### src/rtl/lamp_pkg.sv
// lamp_pkg: shared widths and FSM states for the lamp state encoder
package lamp_pkg;
    localparam int N_LAMPS = 16;
    localparam int IDX_W   = 4;
    localparam int CNT_W   = 5;
    typedef enum logic [1:0] {IDLE, SCAN, DONE} state_t;
endpackage

### src/rtl/lamp_state_encoder.sv
// lamp_state_encoder: serial scan of a lamp vector into count, top index and one-hot flag
module lamp_state_encoder
    import lamp_pkg::*;
#(
    parameter int N_LAMPS = 16
) (
    input  logic                clk,
    input  logic                rst_n,
    input  logic                start,
    input  logic [N_LAMPS-1:0]  lights_state,
    output logic                busy,
    output logic                done,
    output logic [CNT_W-1:0]    active_lights,
    output logic [IDX_W-1:0]    top_index,
    output logic                onehot
);
    state_t               state;
    logic [N_LAMPS-1:0]   shadow;
    logic [CNT_W-1:0]     cnt, cnt_n;
    logic [IDX_W-1:0]     top_acc, top_n, idx;
    logic                 hit;

    always_comb begin
        hit   = shadow[idx];
        cnt_n = cnt + CNT_W'(hit);
        top_n = hit ? idx : top_acc;
    end

    always_ff @(posedge clk or negedge rst_n) begin
        if (!rst_n) begin
            state         <= IDLE;
            shadow        <= '0;
            cnt           <= '0;
            top_acc       <= '0;
            idx           <= '0;
            busy          <= 1'b0;
            done          <= 1'b0;
            active_lights <= '0;
            top_index     <= '0;
            onehot        <= 1'b0;
        end else begin
            case (state)
                IDLE: begin
                    done <= 1'b0;
                    if (start) begin
                        shadow  <= lights_state;
                        cnt     <= '0;
                        top_acc <= '0;
                        idx     <= '0;
                        busy    <= 1'b1;
                        state   <= SCAN;
                    end
                end
                SCAN: begin
                    cnt     <= cnt_n;
                    top_acc <= top_n;
                    idx     <= idx + 1'b1;
                    if (idx == IDX_W'(N_LAMPS - 1)) begin
                        active_lights <= cnt_n;
                        top_index     <= top_n;
                        onehot        <= (cnt_n == CNT_W'(1));
                        busy          <= 1'b0;
                        done          <= 1'b1;
                        state         <= DONE;
                    end
                end
                DONE: begin
                    done  <= 1'b0;
                    state <= IDLE;
                end
                default: state <= IDLE;
            endcase
        end
    end
endmodule

### config.mk
export PLATFORM = sky130hd
export DESIGN_NAME = lamp_state_encoder
export DESIGN_NICKNAME = d
export VERILOG_FILES = /design/src/rtl/lamp_pkg.sv /design/src/rtl/lamp_state_encoder.sv
export SDC_FILE = /design/constraint.sdc
export NUM_CORES = 1
export LEC_CHECK = 0
export CAP_MARGIN = 20
export CORE_MARGIN = 2
export CORE_UTILIZATION = 53
export CTS_CLUSTER_SIZE = 30
export DETAILED_ROUTE_END_ITERATION = 12
export HOLD_SLACK_MARGIN = 0.05
export MAX_ROUTING_LAYER = met4
export PLACE_DENSITY = 0.78
export SYNTH_ARGS = -nofsm -noshare
export SYNTH_HDL_FRONTEND = slang
export SYNTH_SLANG_ARGS = --single-unit
export TNS_END_PERCENT = 5
### constraint.sdc
create_clock -name clk -period 3.2 [get_ports clk]
set_input_delay 0.64 -clock clk [delete_from_list [all_inputs] [get_ports clk]]
set_output_delay 0.64 -clock clk [all_outputs]
set_load 0.02 [all_outputs]
==> run metrics, run 1 <==
status completed; part of the power in combinational logic 50.2%; fmax 351 MHz; Area Overhead vs Synth 20.8%; core area 3740 µm²; Cells after Synth 181; Total Wirelength 4010 µm; max-cap violations 0; maximum fanout along the worst path 12; syn avg cell area 11.6 µm²; min Tclk post-route 2850 ps; Inserted Clock Buffers 5; switching power 1.08 mW; WL/cell 15.4 µm; Critical Path Sink Type flip-flop; synthesized flop and latch total 43; IO buf count 30; Die ar. 4480 µm²; Synth Cell Area 2100 µm²; synth unique cells 42; Die Y 66.9 µm; Resize count post-CTS 0; first-pass GRT wire length 7080 µm; setup_tns 0 ps; Worst EP arrival 3050 ps; first-pass iteration count of the detailed router 4; Initial Util 56.0%; postcts setup bufs 0; PwrDens 1140 nW/µm²; # clock sinks 43; clock skew 3.80 ps; CTS Root Cell clkbuf_8; Clock transition at path regs 70 ps; yosys warns 0; H-tree levels 2; vias 1495; clock power share 13.8%; Via density 5.75; # hold bufs at CTS 0; final instance area 2530 µm²; largest net degree at the start of global routing 44; DRT antenna net count 0; Worst-Margin Slew 1080 ps; maximum root-to-sink buffer count 2; Critical Path RT 3410 ps; Die W 66.9 µm; Hold WC Path Type input port to asynchronous set/reset pin; Worst-Skew Late Latency 290 ps; Sequential Power Share 36.0%; ant diodes 0; Crit Path Category flip-flop to flip-flop; layout cell share with drive strength beyond 1 18.4%; ys async rst share 100%; DP Wirelength 2960 µm; post-synth net total 203; Startpoint Class flip-flop; most used flip-flop cell after synthesis dfrtp_1; Pleak 1.08 nW; Layout fillers 285; Final setup viols 0; CTS tree yes; sequential area share after synthesis 51.3%; vias in the first global route 1509; Peak VDD IR 0.597 mV; initial antenna violation count 0; # rows 22; gr usage total 22.4%; EDFF count, synth 0; DR iter-0 viols 103; Top Ports 31; DR DRC count 0; Final nets 234; total congestion overflow 0; unrepaired setup endpoints after global routing no; Final Cycle Share 88.9%; cell internal pwr 1.81 mW; Placed Area 2430 µm²; Sw Share 37.5%; Slew headroom 27.8%; Final GP Congestion 0.885; fin. max-slew vios 0; Hold Vio Cnt, Final 0
[flip-flops by register name (all words and copies together), names as in the netlist]
name,cells
cnt,5
top_acc,4
onehot,1
shadow,16
done,1
busy,1
state,2
top_index,4
active_lights,5
idx,4
[through the flow]
step	setup slack [ps]	util, %	power (mW)	hold slack [ps]	cells
6_report	354	67.7	2.89	476	260
5_1_grt	230	67.7	3.11	514	260
4_1_cts	348	67.7	2.91	483	260
3_5_place_dp	364	64.9	2.50	465	253
3_3_place_gp	535	64.9	2.43	460	253
2_1_floorplan	721	-	2.08	344	181
[area by class of cell]
| cell class | instances | area (µm²) | share of cell area (%) |
|---|---|---|---|
| Inverter | 3 | 11.3 | 0.444 |
| Clock inverter | 1 | 30.0 | 1.19 |
| Sequential cell | 43 | 1080 | 42.5 |
| Timing Repair Buffer | 34 | 325 | 12.8 |
| Tap cell | 48 | 60.1 | 2.37 |
| Clock buffer | 6 | 72.6 | 2.86 |
| Multi-Input combinational cell | 125 | 958 | 37.8 |
[kinds of logic (layout without fill, tap and decap cells)]
family	count (synthesis)	in the layout	share of synthesized area (%)
muxes	29	29	18.2
buffers and inverters	13	44	3.04
and+or+nand+nor	53	53	11.3
xor gates and xnor gates	4	4	1.67
adders and majority gates	3	3	1.79
DFF	43	43	51.3
AOI/OAI and AO/OA	36	36	12.7
[cells in the final DEF, fill, tap and decap left out, types with 3 or more instances in the layout]
master           instances
dfrtp_1                 43
nand2_1                 30
clkdlybuf4s50_1         29
mux2_2                  17
o21ai_0                 12
mux2i_1                  6
nor2_1                   6
nand3_1                  5
clkbuf_8                 5
mux4_2                   4
buf_4                    4
nand2b_1                 3
inv_1                    3
o221ai_1                 3
o31ai_1                  3
a22o_1                   3
ha_1                     3
[worst max-delay path, cell delays in order, from the launching register on]
cell and delay (ps):
dfrtp_1 550, mux4_1 660, mux2_4 310, o22a_4 240
ha_1 200, ha_1 260, nor3_1 230, a31oi_1 80
o31ai_1 220
[synth_stat cells, types with 2 or more instances]
cell	number	area share (%)
nor2_1	6	1.1
o31ai_1	3	1.1
dfrtp_1	43	51
o21bai_1	2	0.72
xor2_1	2	0.83
or2_2	2	0.60
inv_1	3	0.54
mux4_2	4	4.3
a31oi_1	2	0.60
buf_2	3	0.72
o21ai_0	12	2.9
mux2i_1	6	2.9
a22o_1	3	1.3
ha_1	3	1.8
nand2b_1	3	0.89
a21oi_1	2	0.48
mux2_2	17	9.1
clkbuf_1	5	0.89
nand3_1	5	1.2
o221ai_1	3	1.3
nand2_1	30	5.4
xnor2_1	2	0.83
[path summary, 6_finish.rpt]
check,from,to,slack [ps],depth (start not counted)
max reg2reg,idx[3]$_DFFE_PN0P_,onehot$_DFFE_PN0P_,350,8
min,rst_n,idx[0]$_DFFE_PN0P_,480,1
min in group clk,active_lights[0]$_DFFE_PN0P_,active_lights[0]$_DFFE_PN0P_,480,2
min reg2reg,active_lights[0]$_DFFE_PN0P_,active_lights[0]$_DFFE_PN0P_,480,2
max,idx[3]$_DFFE_PN0P_,onehot$_DFFE_PN0P_,350,8
max in group asynchronous,rst_n,shadow[9]$_DFFE_PN0P_,2150,1
[layer usage]
metal	track usage (%)	vias to the layer above	routed length (µm)
li1	-	709	-
met1	27.9	734	1830
met2	35.0	46	1970
met3	6.25	6	164
met4	8.16	0	46
met5	-	-	0
[power by group through the flow]
stage          Sequential [mW]  Combinational (mW)  Clock (mW)
2_1_floorplan             1.04                1.05           0
3_3_place_gp              1.03                1.40           0
3_5_place_dp              1.05                1.45           0
4_1_cts                   1.04                1.46       0.408
5_1_grt                   1.09                1.60       0.428
6_report                  1.04                1.45       0.398
Power figures use the tool's default switching activity.
==> inputs of run 2 (changes only) <==
--- a/config.mk
+++ b/config.mk
@@ -10,9 +10,11 @@
 export CORE_UTILIZATION = 53
 export CTS_CLUSTER_SIZE = 30
 export DETAILED_ROUTE_END_ITERATION = 12
-export HOLD_SLACK_MARGIN = 0.05
+export GPL_ROUTABILITY_DRIVEN = 0
+export HOLD_SLACK_MARGIN = 0.08
 export MAX_ROUTING_LAYER = met4
 export PLACE_DENSITY = 0.78
+export RECOVER_POWER = 25
 export SYNTH_ARGS = -nofsm -noshare
 export SYNTH_HDL_FRONTEND = slang
 export SYNTH_SLANG_ARGS = --single-unit
==> run metrics, run 2 (synthesized netlist as in run 1, its figures left out) <==
Die ar. 4480 µm² (unchanged); Sequential Power Share 36.0% (about the same); largest net degree at the start of global routing 44 (unchanged); status finished, violations left; maximum fanout along the worst path 12 (unchanged); GRT met2 Usage 35.0% (unchanged); top flop regs shadow: 16 flops, active_lights: 5 flops, cnt: 5 flops; vias 1486 (-0.60%); initial antenna violation count 0 (unchanged); postcts setup bufs 0 (unchanged); first-pass GRT wire length 7080 µm (unchanged); Die Y 66.9 µm (unchanged); Peak VDD IR 0.597 mV (about the same); Initial Util 56.0% (unchanged); clock power share 13.8% (about the same); post-route core utilization 67.6% (about the same); Worst-Skew Late Latency 290 ps (about the same); R2R Path Start idx[3]$_DFFE_PN0P_; # clock sinks 43 (unchanged); total congestion overflow 0 (unchanged); unrepaired setup endpoints after global routing no; Via density 5.72 (-0.60%); Critical Path Sink Type flip-flop; DP Wirelength 2960 µm (unchanged); Largest Register shadow; Worst-Margin Slew 2230 ps (+1150 ps); Pleak 1.08 nW (-0.25%); PwrDens 1140 nW/µm² (about the same); layout cell share with drive strength beyond 1 17.9% (-0.47 points); maximum root-to-sink buffer count 2 (unchanged); switching power 1.08 mW (-0.20%); CTS tree yes; CP dominant cell by count ha_1; fmax 352 MHz (+0.10%); DRT antenna net count 0 (unchanged); Worst Setup SP idx[3]$_DFFE_PN0P_; Sw Share 37.4% (-0.047 points); Die W 66.9 µm (unchanged); most frequent cells in the layout dfrtp_1, nand2_1, clkdlybuf4s50_1, mux2_2, o21ai_0; setup_tns 0 ps (unchanged); GRT met1 Usage 27.9% (unchanged); core area 3740 µm² (unchanged); Inserted Clock Buffers 5 (unchanged); Critical Path RT 3410 ps (about the same); Startpoint Class flip-flop; Crit Path Category flip-flop to flip-flop; Final setup viols 0 (unchanged); min Tclk post-route 2840 ps (-2.89 ps); CTS Root Cell clkbuf_8; Area Overhead vs Synth 20.7% (about the same); Slew headroom -48.4% (-76 points); cell internal pwr 1.81 mW (about the same); Total Wirelength 4010 µm (about the same); failing checks max-capacitance violations, max-slew violations; Final nets 234 (unchanged); met3 Use GR 6.25% (unchanged); WL/cell 15.4 µm (about the same); H-tree levels 2 (unchanged); Resize count post-CTS 0 (unchanged); vias in the first global route 1509 (unchanged); DR DRC count 0 (unchanged); Worst path max stage delay 660 ps (about the same); min-delay src active_lights[0]$_DFFE_PN0P_; Hold Vio Cnt, Final 0 (unchanged); first-pass iteration count of the detailed router 4 (unchanged); slowest stage cell, crit path mux4_1; DR iter-0 viols 103 (unchanged); # hold bufs at CTS 0 (unchanged); Top Ports 31 (unchanged); IO buf count 30 (unchanged); gr usage total 22.4% (unchanged); Worst EP arrival 3050 ps (about the same); CP Cell Sequence mux4_1, mux2_4, o22a_4, ha_1, ha_1, nor3_1, a31oi_1, o31ai_1; Hold WC Path Type flip-flop to flip-flop; Clock transition at path regs 70 ps (about the same); part of the power in combinational logic 50.2% (about the same); # rows 22 (unchanged); ant diodes 0 (unchanged); flip-flop count of the largest register after layout 16 (unchanged); clock skew 3.80 ps (-0.00425 ps); max-cap violations 1 (+1); commonest non-fill, non-tap cell in the layout dfrtp_1; Final Cycle Share 88.8% (-0.090 points); GR peak layer met2; fin. max-slew vios 44 (+44)
-- run 2: cell types whose count changed in the layout (fill, tap and decap cells not counted), sizes merged --
cell and delta:
clkbuf +1, buf -1
-- run 2: worst max-delay path, delay by kind of cell (launching register included) --
family / cells / cell delay [ps]
compound gates: 3 / 540
fa+ha+maj: 2 / 460
flops: 1 / 550
mux: 2 / 970
simple gates: 1 / 230
-- run 2: per-stage QoR --
stage / cells / setup slack, ps / instance area [µm²] / total power, mW / hold WS (ps)
3_5_place_dp: 253 / 364 / 2430 / 2.50 / 465
2_1_floorplan: 181 / 721 / 2100 / 2.08 / 344
3_3_place_gp: 253 / 535 / 2430 / 2.43 / 460
4_1_cts: 260 / 348 / 2530 / 2.91 / 483
5_1_grt: 260 / 230 / 2530 / 3.11 / 514
6_report: 260 / 357 / 2530 / 2.89 / 478
-- run 2: power groups by stage --
stage	logic, mW	clock network, mW	registers (mW)
6_report	1.45	0.398	1.04
5_1_grt	1.60	0.428	1.09
4_1_cts	1.46	0.408	1.04
3_5_place_dp	1.45	0	1.05
3_3_place_gp	1.40	0	1.03
2_1_floorplan	1.05	0	1.04
-- run 2: area by class of cell --
class	count	area (µm²)
clock buffer	6	72.6
fill	286	1210
clock inverter	1	30.0
timing repair buffer	34	324
tap	48	60.1
sequential	43	1080
inverter	3	11.3
multi-input combinational	125	958
-- run 2: worst paths after layout --
check / end / slack [ps] / depth (start not counted)
worst max register to register: onehot$_DFFE_PN0P_ / 360 / 8
min in group asynchronous: idx[0]$_DFFE_PN0P_ / 1000 / 1
worst min register to register: active_lights[0]$_DFFE_PN0P_ / 480 / 2
max in group asynchronous: shadow[9]$_DFFE_PN0P_ / 930 / 1
worst max-delay path: onehot$_DFFE_PN0P_ / 360 / 8
worst min-delay path: active_lights[0]$_DFFE_PN0P_ / 480 / 2
-- run 2: per-layer routing --
layer / vias to the layer above / wire, µm
li1: 710 / -
met1: 724 / 1820
met2: 46 / 1980
met3: 6 / 165
met4: 0 / 46
met5: - / 0
==> inputs of run 3 (changes only) <==
--- a/config.mk
+++ b/config.mk
@@ -8,6 +8,7 @@
 export CAP_MARGIN = 20
 export CORE_MARGIN = 2
 export CORE_UTILIZATION = 53
+export CTS_CLUSTER_DIAMETER = 30
 export CTS_CLUSTER_SIZE = 30
 export DETAILED_ROUTE_END_ITERATION = 12
 export GPL_ROUTABILITY_DRIVEN = 0
==> constraint.sdc (replaced) <==
create_clock -name clk -period 3.1 [get_ports clk]
set_input_delay 0.62 -clock clk [delete_from_list [all_inputs] [get_ports clk]]
set_output_delay 0.62 -clock clk [all_outputs]
set_load 0.02 [all_outputs]
==> run metrics, run 3 (synthesized netlist as in run 1, its figures left out) <==
status finished, violations left; failing checks max-capacitance violations, max-slew violations; first-pass GRT wire length 7510 µm (+6.1%); Hold Slack 480 ps (+1.50 ps); Placed Area 2430 µm² (unchanged); setup_tns 0 ps (unchanged); commonest non-fill, non-tap cell in the layout dfrtp_1; unrepaired setup endpoints after global routing no; Startpoint Class flip-flop; postcts setup bufs 0 (unchanged); Largest Register shadow; core area 3740 µm² (unchanged); Slew headroom -49.0% (-0.59 points); PwrDens 1190 nW/µm² (+4.5%); CP dominant cell by count ha_1; final instance area 2550 µm² (+0.59%); max-cap violations 1 (unchanged); DP Wirelength 3070 µm (+3.6%); Final Cycle Share 91.3% (+2.5 points); Worst Reg2Reg Path Length in Cells 8 (unchanged); CTS Root Cell clkbuf_8; Critical Path RT 3300 ps (-110 ps); maximum fanout along the worst path 12 (unchanged); Inserted Clock Buffers 5 (unchanged); Total Wirelength 4250 µm (+5.8%); min Tclk post-route 2830 ps (-12.7 ps); Clock transition at path regs 80 ps (about the same); Hold WC Path Type flip-flop to flip-flop; Worst path max stage delay 650 ps (about the same); DRT antenna net count 0 (unchanged); Worst EP arrival 3030 ps (-20 ps); Die Y 66.9 µm (unchanged); CTS tree yes; first-pass iteration count of the detailed router 4 (unchanged); WL/cell 16.3 µm (+5.4%); Critical Path Sink Type flip-flop; largest net degree at the start of global routing 44 (unchanged); fmax 353 MHz (+0.45%); GRT met2 Usage 38.3% (+3.3 points); gr usage total 23.9% (+1.6 points); Peak VDD IR 0.606 mV (+1.6%); GR peak layer met2; most frequent cells in the layout dfrtp_1, nand2_1, clkdlybuf4s50_1, mux2_2, o21ai_0; fin. max-slew vios 44 (unchanged); met3 Use GR 6.42% (+0.17 points); Initial Util 56.0% (unchanged); DR DRC count 0 (unchanged); Final setup viols 0 (unchanged); GRT met1 Usage 29.2% (+1.3 points); Final nets 234 (unchanged); ant diodes 0 (unchanged); top flop regs shadow: 16 flops, active_lights: 5 flops, cnt: 5 flops; Die ar. 4480 µm² (unchanged); Die W 66.9 µm (unchanged); layout cell share with drive strength beyond 1 18.8% (+0.85 points); DR iter-0 viols 115 (+12%); Area Overhead vs Synth 21.4%; # rows 22 (unchanged); Pleak 1.09 nW (+0.92%); CP Cell Sequence mux4_1, mux2_4, o22a_4, ha_1, ha_1, nor3_1, a31oi_1, o31ai_1; slowest stage cell, crit path mux4_1; vias 1504 (+1.2%); Via density 5.76 (+0.82%); Worst-Margin Slew 2240 ps (+8.86 ps); Crit Path Category flip-flop to flip-flop; hold path cells 2 (unchanged); H-tree levels 2 (unchanged); IO buf count 30 (unchanged); Resize count post-CTS 0 (unchanged); flip-flop count of the largest register after layout 16 (unchanged); r2r setup slk 270 ps (-90 ps); Top Ports 31 (unchanged); # hold bufs at CTS 0 (unchanged); Total Power 3.04 mW (+5.1%); maximum root-to-sink buffer count 2 (unchanged); total congestion overflow 0 (unchanged); Hold Vio Cnt, Final 0 (unchanged); # clock sinks 43 (unchanged); vias in the first global route 1556 (+3.1%); initial antenna violation count 0 (unchanged); post-route core utilization 68.0% (+0.40 points); Worst-Skew Late Latency 300 ps (about the same); clock skew 11.2 ps (+7.45 ps)
## run 3: per-layer routing
metal	share of wire, %	vias up
met5	0	-
met4	1.7	0
met3	4.4	8
met2	50	44
met1	44	742
li1	-	710
## run 3: worst max-delay path, delay by kind of cell, from the launching register on
| kind | cells | cell delay (ps) |
|---|---|---|
| AO/OA/AOI/OAI | 3 | 550 |
| adder cells (fa/ha/maj) | 2 | 460 |
| flip-flops | 1 | 580 |
| multiplexers | 2 | 950 |
| AND/OR/NAND/NOR | 1 | 200 |
## run 3: cell type report
type | instances | area [µm²]
Fill cell | 303 | 1200
Sequential cell | 43 | 1080
Multi-Input combinational cell | 125 | 958
Timing Repair Buffer | 34 | 324
Clock buffer | 6 | 82.6
Tap cell | 48 | 60.1
Clock inverter | 2 | 35.0
Inverter | 3 | 11.3
## run 3: power by group
group | switching (mW) | total [mW] | internal (mW)
sequential | 0.247 | 1.08 | 0.831
combinational | 0.711 | 1.51 | 0.800
clock | 0.187 | 0.448 | 0.261
total | 1.14 | 3.04 | 1.89
## run 3: through the flow
stage / worst slack (ps) / instances
floorplan: 621 / 181
global placement: 437 / 253
detailed placement: 294 / 253
CTS: 273 / 261
global route: 31.4 / 261
finish: 270 / 261
## run 3: final timing paths
check / start / endpoint
hold reg to reg: busy$_DFFE_PN0P_ / busy$_DFFE_PN0P_
max in group asynchronous: rst_n / shadow[8]$_DFFE_PN0P_
setup reg to reg: idx[3]$_DFFE_PN0P_ / onehot$_DFFE_PN0P_
min in group asynchronous: rst_n / idx[0]$_DFFE_PN0P_
hold / removal: busy$_DFFE_PN0P_ / busy$_DFFE_PN0P_
setup / recovery: idx[3]$_DFFE_PN0P_ / onehot$_DFFE_PN0P_
